## src/rtl/display_scan_mux.sv

```systemverilog
// -----------------------------------------------------------------------------
// display_scan_mux
//
// Time-multiplexed N-digit display scanner. A packed digit word is captured
// into a shadow register on load_i. A digit select walks 0..N_DIGITS-1 at a
// prescaled refresh rate. Each cycle the selected digit nibble, the matching
// active-low anode line and a blank flag are registered out. digit_en_i is
// sampled live, so a digit can be masked without reloading the shadow.
//
// Optional feature macro: LEADING_ZERO_BLANK_EN
//   When defined, digit k>0 is also blanked when shadow digits N_DIGITS-1..k
//   are all zero. Digit 0 is never suppressed.
//   When undefined, only digit_en_i blanks.
//
// Ports
//   clk_i         in   1                 system clock, rising edge
//   rst_ni        in   1                 asynchronous active-low reset
//   data_in_i     in   N_DIGITS*DIGIT_W  packed digits, digit k at [k*DIGIT_W +: DIGIT_W]
//   digit_en_i    in   N_DIGITS          per-digit enable (0 = blanked), live
//   load_i        in   1                 capture data_in_i into shadow this edge
//   digit_out_o   out  DIGIT_W           selected digit value, 0 when blanked
//   anode_o       out  N_DIGITS          one-hot active-low anode, all 1s when blanked
//   sel_o         out  SEL_W             current scan index
//   blank_o       out  1                 current digit suppressed
//   frame_done_o  out  1                 1-cycle pulse after sel wraps to 0
// -----------------------------------------------------------------------------
module display_scan_mux #(
    parameter int N_DIGITS = 8,
    parameter int DIGIT_W  = 4,
    parameter int TICK_DIV = 100000
) (
    input  logic                                          clk_i,
    input  logic                                          rst_ni,
    input  logic [N_DIGITS*DIGIT_W-1:0]                   data_in_i,
    input  logic [N_DIGITS-1:0]                           digit_en_i,
    input  logic                                          load_i,
    output logic [DIGIT_W-1:0]                            digit_out_o,
    output logic [N_DIGITS-1:0]                           anode_o,
    output logic [((N_DIGITS > 1) ? $clog2(N_DIGITS) : 1)-1:0] sel_o,
    output logic                                          blank_o,
    output logic                                          frame_done_o
);

    localparam int SEL_W = (N_DIGITS > 1) ? $clog2(N_DIGITS) : 1;
    localparam int PS_W  = (TICK_DIV > 1) ? $clog2(TICK_DIV) : 1;
    localparam logic [PS_W-1:0]  PS_LAST  = PS_W'(TICK_DIV - 1);
    localparam logic [SEL_W-1:0] SEL_LAST = SEL_W'(N_DIGITS - 1);

    logic [PS_W-1:0]              prescaler_q, prescaler_d;
    logic [SEL_W-1:0]             sel_q, sel_d;
    logic [N_DIGITS*DIGIT_W-1:0]  shadow_q, shadow_d;
    logic [DIGIT_W-1:0]           digit_out_q, digit_out_d;
    logic [N_DIGITS-1:0]          anode_q, anode_d;
    logic                         blank_q, blank_d;
    logic                         frame_done_q, frame_done_d;
    logic                         tick;

    // Shadow word unpacked into per-digit nibbles for indexed selection.
    logic [DIGIT_W-1:0]           digit_arr [N_DIGITS];
    // suppress[k] = 1 when digit k is a leading zero that should go dark.
    logic [N_DIGITS-1:0]          suppress;

    for (genvar gi = 0; gi < N_DIGITS; gi++) begin : g_digits
        assign digit_arr[gi] = shadow_q[gi*DIGIT_W +: DIGIT_W];
    end

`ifdef LEADING_ZERO_BLANK_EN
    // Each digit compares its whole upper slice against zero directly rather
    // than chaining through its neighbour, keeping the logic flat.
    for (genvar gi = 0; gi < N_DIGITS; gi++) begin : g_lz
        if (gi == 0) begin : g_lsd
            assign suppress[gi] = 1'b0;
        end else begin : g_upper
            assign suppress[gi] =
                (shadow_q[N_DIGITS*DIGIT_W-1 : gi*DIGIT_W] == '0);
        end
    end
`else
    assign suppress = '0;
`endif

    always_comb begin
        tick         = (prescaler_q == PS_LAST);
        prescaler_d  = tick ? '0 : prescaler_q + 1'b1;
        sel_d        = sel_q;
        if (tick) begin
            sel_d = (sel_q == SEL_LAST) ? '0 : sel_q + 1'b1;
        end
        frame_done_d = tick && (sel_q == SEL_LAST);
        shadow_d     = load_i ? data_in_i : shadow_q;

        // Drive stage looks at the pre-edge sel/shadow, so a load landing on
        // the same edge as a tick is shown from the following cycle on.
        blank_d      = ~digit_en_i[sel_q] | suppress[sel_q];
        digit_out_d  = blank_d ? '0 : digit_arr[sel_q];
        anode_d      = '1;
        if (!blank_d) begin
            anode_d[sel_q] = 1'b0;
        end
    end

    always_ff @(posedge clk_i or negedge rst_ni) begin
        if (!rst_ni) begin
            prescaler_q  <= '0;
            sel_q        <= '0;
            shadow_q     <= '0;
            digit_out_q  <= '0;
            anode_q      <= '1;
            blank_q      <= 1'b1;
            frame_done_q <= 1'b0;
        end else begin
            prescaler_q  <= prescaler_d;
            sel_q        <= sel_d;
            shadow_q     <= shadow_d;
            digit_out_q  <= digit_out_d;
            anode_q      <= anode_d;
            blank_q      <= blank_d;
            frame_done_q <= frame_done_d;
        end
    end

    assign digit_out_o  = digit_out_q;
    assign anode_o      = anode_q;
    assign sel_o        = sel_q;
    assign blank_o      = blank_q;
    assign frame_done_o = frame_done_q;

endmodule

```

## config.mk

```make
export PLATFORM = sky130hd
export DESIGN_NAME = display_scan_mux
export DESIGN_NICKNAME = d
export VERILOG_FILES = /design/src/rtl/display_scan_mux.sv
export SDC_FILE = /design/constraint.sdc
export NUM_CORES = 1
export LEC_CHECK = 0
export BUFFER_PORTS_ARGS = -buffer_cell sky130_fd_sc_hd__buf_2
export CAP_MARGIN = 0
export CORE_UTILIZATION = 56
export CTS_BUF_LIST = sky130_fd_sc_hd__clkbuf_4 sky130_fd_sc_hd__clkbuf_8
export DETAILED_ROUTE_END_ITERATION = 10
export PLACE_DENSITY_LB_ADDON = 0.1
export REMOVE_ABC_BUFFERS = 1
export SYNTH_ARGS = -nofsm -noshare
export SYNTH_HDL_FRONTEND = slang
export SYNTH_SLANG_ARGS = --single-unit
```

## constraint.sdc

```tcl
create_clock -name clk_i -period 2.21 [get_ports clk_i]
set_input_delay 0.221 -clock clk_i [delete_from_list [all_inputs] [get_ports clk_i]]
set_output_delay 0.221 -clock clk_i [all_outputs]
set_load 0.05 [all_outputs]
```

==> run metrics <==
Vias/cell=5.27; post-synthesis cell type count=39; DR vias=1812; WL per Instance=14.5 um; area post-placement=3270 um2; pwr dens=709 nW/um2; GRT overflow=0; Hold Fails Final Rpt=0; post-synth top area cell=dfrtp_1; syn avg cell area=14.0 um2; CTS Root Cell=clkbuf_8; post-route DRC violation count=0; Vert. Die Dim=73.8 um; I/O pin count=60; Final Max Tran Viols=0; Placeable Area=4850 um2; Sink Count=66; area grow syn2layout=20.2%; critical path required time=2.48 ns; status=completed; Setup Viol. Count Final=0; total wire length=5000 um; worst-path cell chain=and3b_1 > a21o_1 > a221oi_2 > nand3b_1; Hold Path Class=input pin to flop; final worst path period need=1.76 ns; final worst slack=0.447 ns; share of layout cells above drive strength 1=49.1%; Slew HR=53.6%; sequential element share of the synthesized area=57.6%; met3 WL=167 um; M1 WL=2530 um; met2 WL=2260 um; setup tns final=0 ns; top cells by count, synth=57 x dfrtp_1, 34 x mux2_2, 18 x nor2_1; first-pass GRT wire length=8580 um; fmax=567 MHz; unrepaired setup endpoints after global routing=false; Final ANT Viol Nets=0; reg2reg path depth=4; Fin Hold WS=0.0695 ns; Worst-path clk slew=0.06 ns; static leakage=1.59 nW; Slew @ Worst Pin=0.695 ns; Place WS=0.456 ns; final cell area excluding filler cells=3470 um2; DRT iter0 DRCs=108; Clock Skews=0.0101 ns; critical path launch point type=flop; FP Rows=25; period utilization=79.8%; CTS max path bufs=2; worst skew pair latency=0.33 ns; Seq cells post-synth=66; diode count=0; max_cap viols=0; Worst Path Arrival=2.03 ns; hpwl dp=3560 um; die extent in x=73.8 um; worst min-delay path endpoint=anode_o[4]; r2r setup slk=0.45 ns; top routing layer used=met4; Area contributors post-synth=dfrtp_1 49%, mux2_2 13%, dfstp_2 8.2%; most numerous cell in the Yosys netlist=dfrtp_1; crit-path max FO=14; Starting Density=59.6%; Mapped Area=2890 um2; Worst path slowest cell=dfrtp_1; GRT Resource Usage Total=21.4%; H-tree levels=3; port bufs=59; Setup Buffers After CTS=0; worst hold stages=2; largest net degree at the start of global routing=42; drt pass-1 iters=2; fill count=355; synth warn=0; Layout Nets=318; Synth top area share=49.4%; peak supply drop=535 uV; vias in the first global route=1800; Post-synth EDFFs=0; placer's final routability congestion estimate=0.761; initial antenna violation count=0; CTS tree=yes; origin of the critical flop-to-flop path=sel_o[2]; kind of critical path=flop to flop; CTS Buf Count=9; die area=5450 um2; predominant post-synthesis flop cell=dfrtp_1; Cells after Synth=206; peak per-stage delay on the critical path=0.64 ns; Crit. End Element=flop; R2R Path End=anode_o[5]; Async SR Flop Fraction=100%; HP Start=digit_en_i[4]
==> through the flow <==
| step | power [mW] | utilization (%) | std cells |
|---|---|---|---|
| floorplan | 1.44 | - | 195 |
| global placement | 1.53 | 67.5 | 327 |
| detailed placement | 1.54 | 67.5 | 327 |
| CTS | 2.48 | 71.6 | 344 |
| global route | 2.56 | 71.6 | 344 |
| finish | 2.46 | 71.6 | 344 |
==> cell usage in the layout, fill, tap and decap left out, types with 2 or more instances in the layout <==
cell type and instances:
mux2_2 34, buf_2 59, mux4_2 8, xnor2_1 8, xor2_1 6, clkbuf_8 12
nand2_1 4, dfrtp_1 57, clkbuf_4 2, dfstp_2 9, nand4_1 5, nand3b_1 2
and2_1 2, nor2b_1 3, and4_1 2, mux2i_1 5, o21ai_0 2, nand3_1 8
and3_1 2, nor2_1 18, clkinv_2 2, ha_1 3, buf_4 5
==> report_power, final <==
group          internal (mW)  switching (mW)  total [mW]  leakage [nW]
combinational          0.112          0.0988       0.210         0.686
clock                  0.522           0.422       0.943         0.103
sequential              1.28          0.0305        1.31         0.800
total                   1.91           0.551        2.46          1.59
==> final cells by class <==
type / count / area, um2 / area share, %
Clock inverter: 2 / 10.0 / 0.288
Timing Repair Buffer: 66 / 363 / 10.5
Sequential cell: 66 / 1660 / 47.9
Multi-Input combinational cell: 128 / 1170 / 33.7
Clock buffer: 14 / 180 / 5.19
Inverter: 1 / 3.75 / 0.108
Tap cell: 67 / 83.8 / 2.41
==> repair_timing <==
| item | CTS | global route |
|---|---|---|
| endpoints found under the hold margin | 25 | 0 |
| hold buffers | 1 | 0 |
| resized for setup | 0 | 0 |
==> logic make-up after synthesis <==
group	after synthesis	share of synthesized area, %
flip-flops	66	57.6
AO/OA/AOI/OAI	5	1.30
AND/OR/NAND/NOR	58	11.9
multiplexers	48	21.8
adder cells (fa/ha/maj)	3	1.30
buffers and inverters	12	1.95
XOR/XNOR	14	4.25
==> state kept, by name, indices dropped and copies added (netlist names) <==
signal        count
frame_done_o      1
sel_o             3
anode_o           8
prescaler_q      17
shadow_q         32
digit_out_o       4
blank_o           1
==> critical path, delay by kind of cell (launching register included) <==
family | cells | cell delay (ns)
DFF | 1 | 0.64
and+or+nand+nor | 2 | 0.43
AOI/OAI and AO/OA | 2 | 0.62
==> routing by layer <==
metal	global-route usage, %	vias up
li1	-	871
met5	0	-
met3	4.80	5
met1	30.6	892
met2	31.3	44
met4	10.0	0
==> worst max-delay path by stage <==
stage | start | endpoint | depth (start not counted)
floorplan | sel_o[0] | anode_o[5] | 4
finish | sel_o[2] | anode_o[5] | 4
CTS | sel_o[2] | anode_o[5] | 4
global route | sel_o[2] | digit_out_o[1] | 4
detailed placement | sel_o[2] | digit_out_o[1] | 4
global placement | prescaler_q[12] | sel_o[2] | 3
Power figures use the tool's default switching activity.
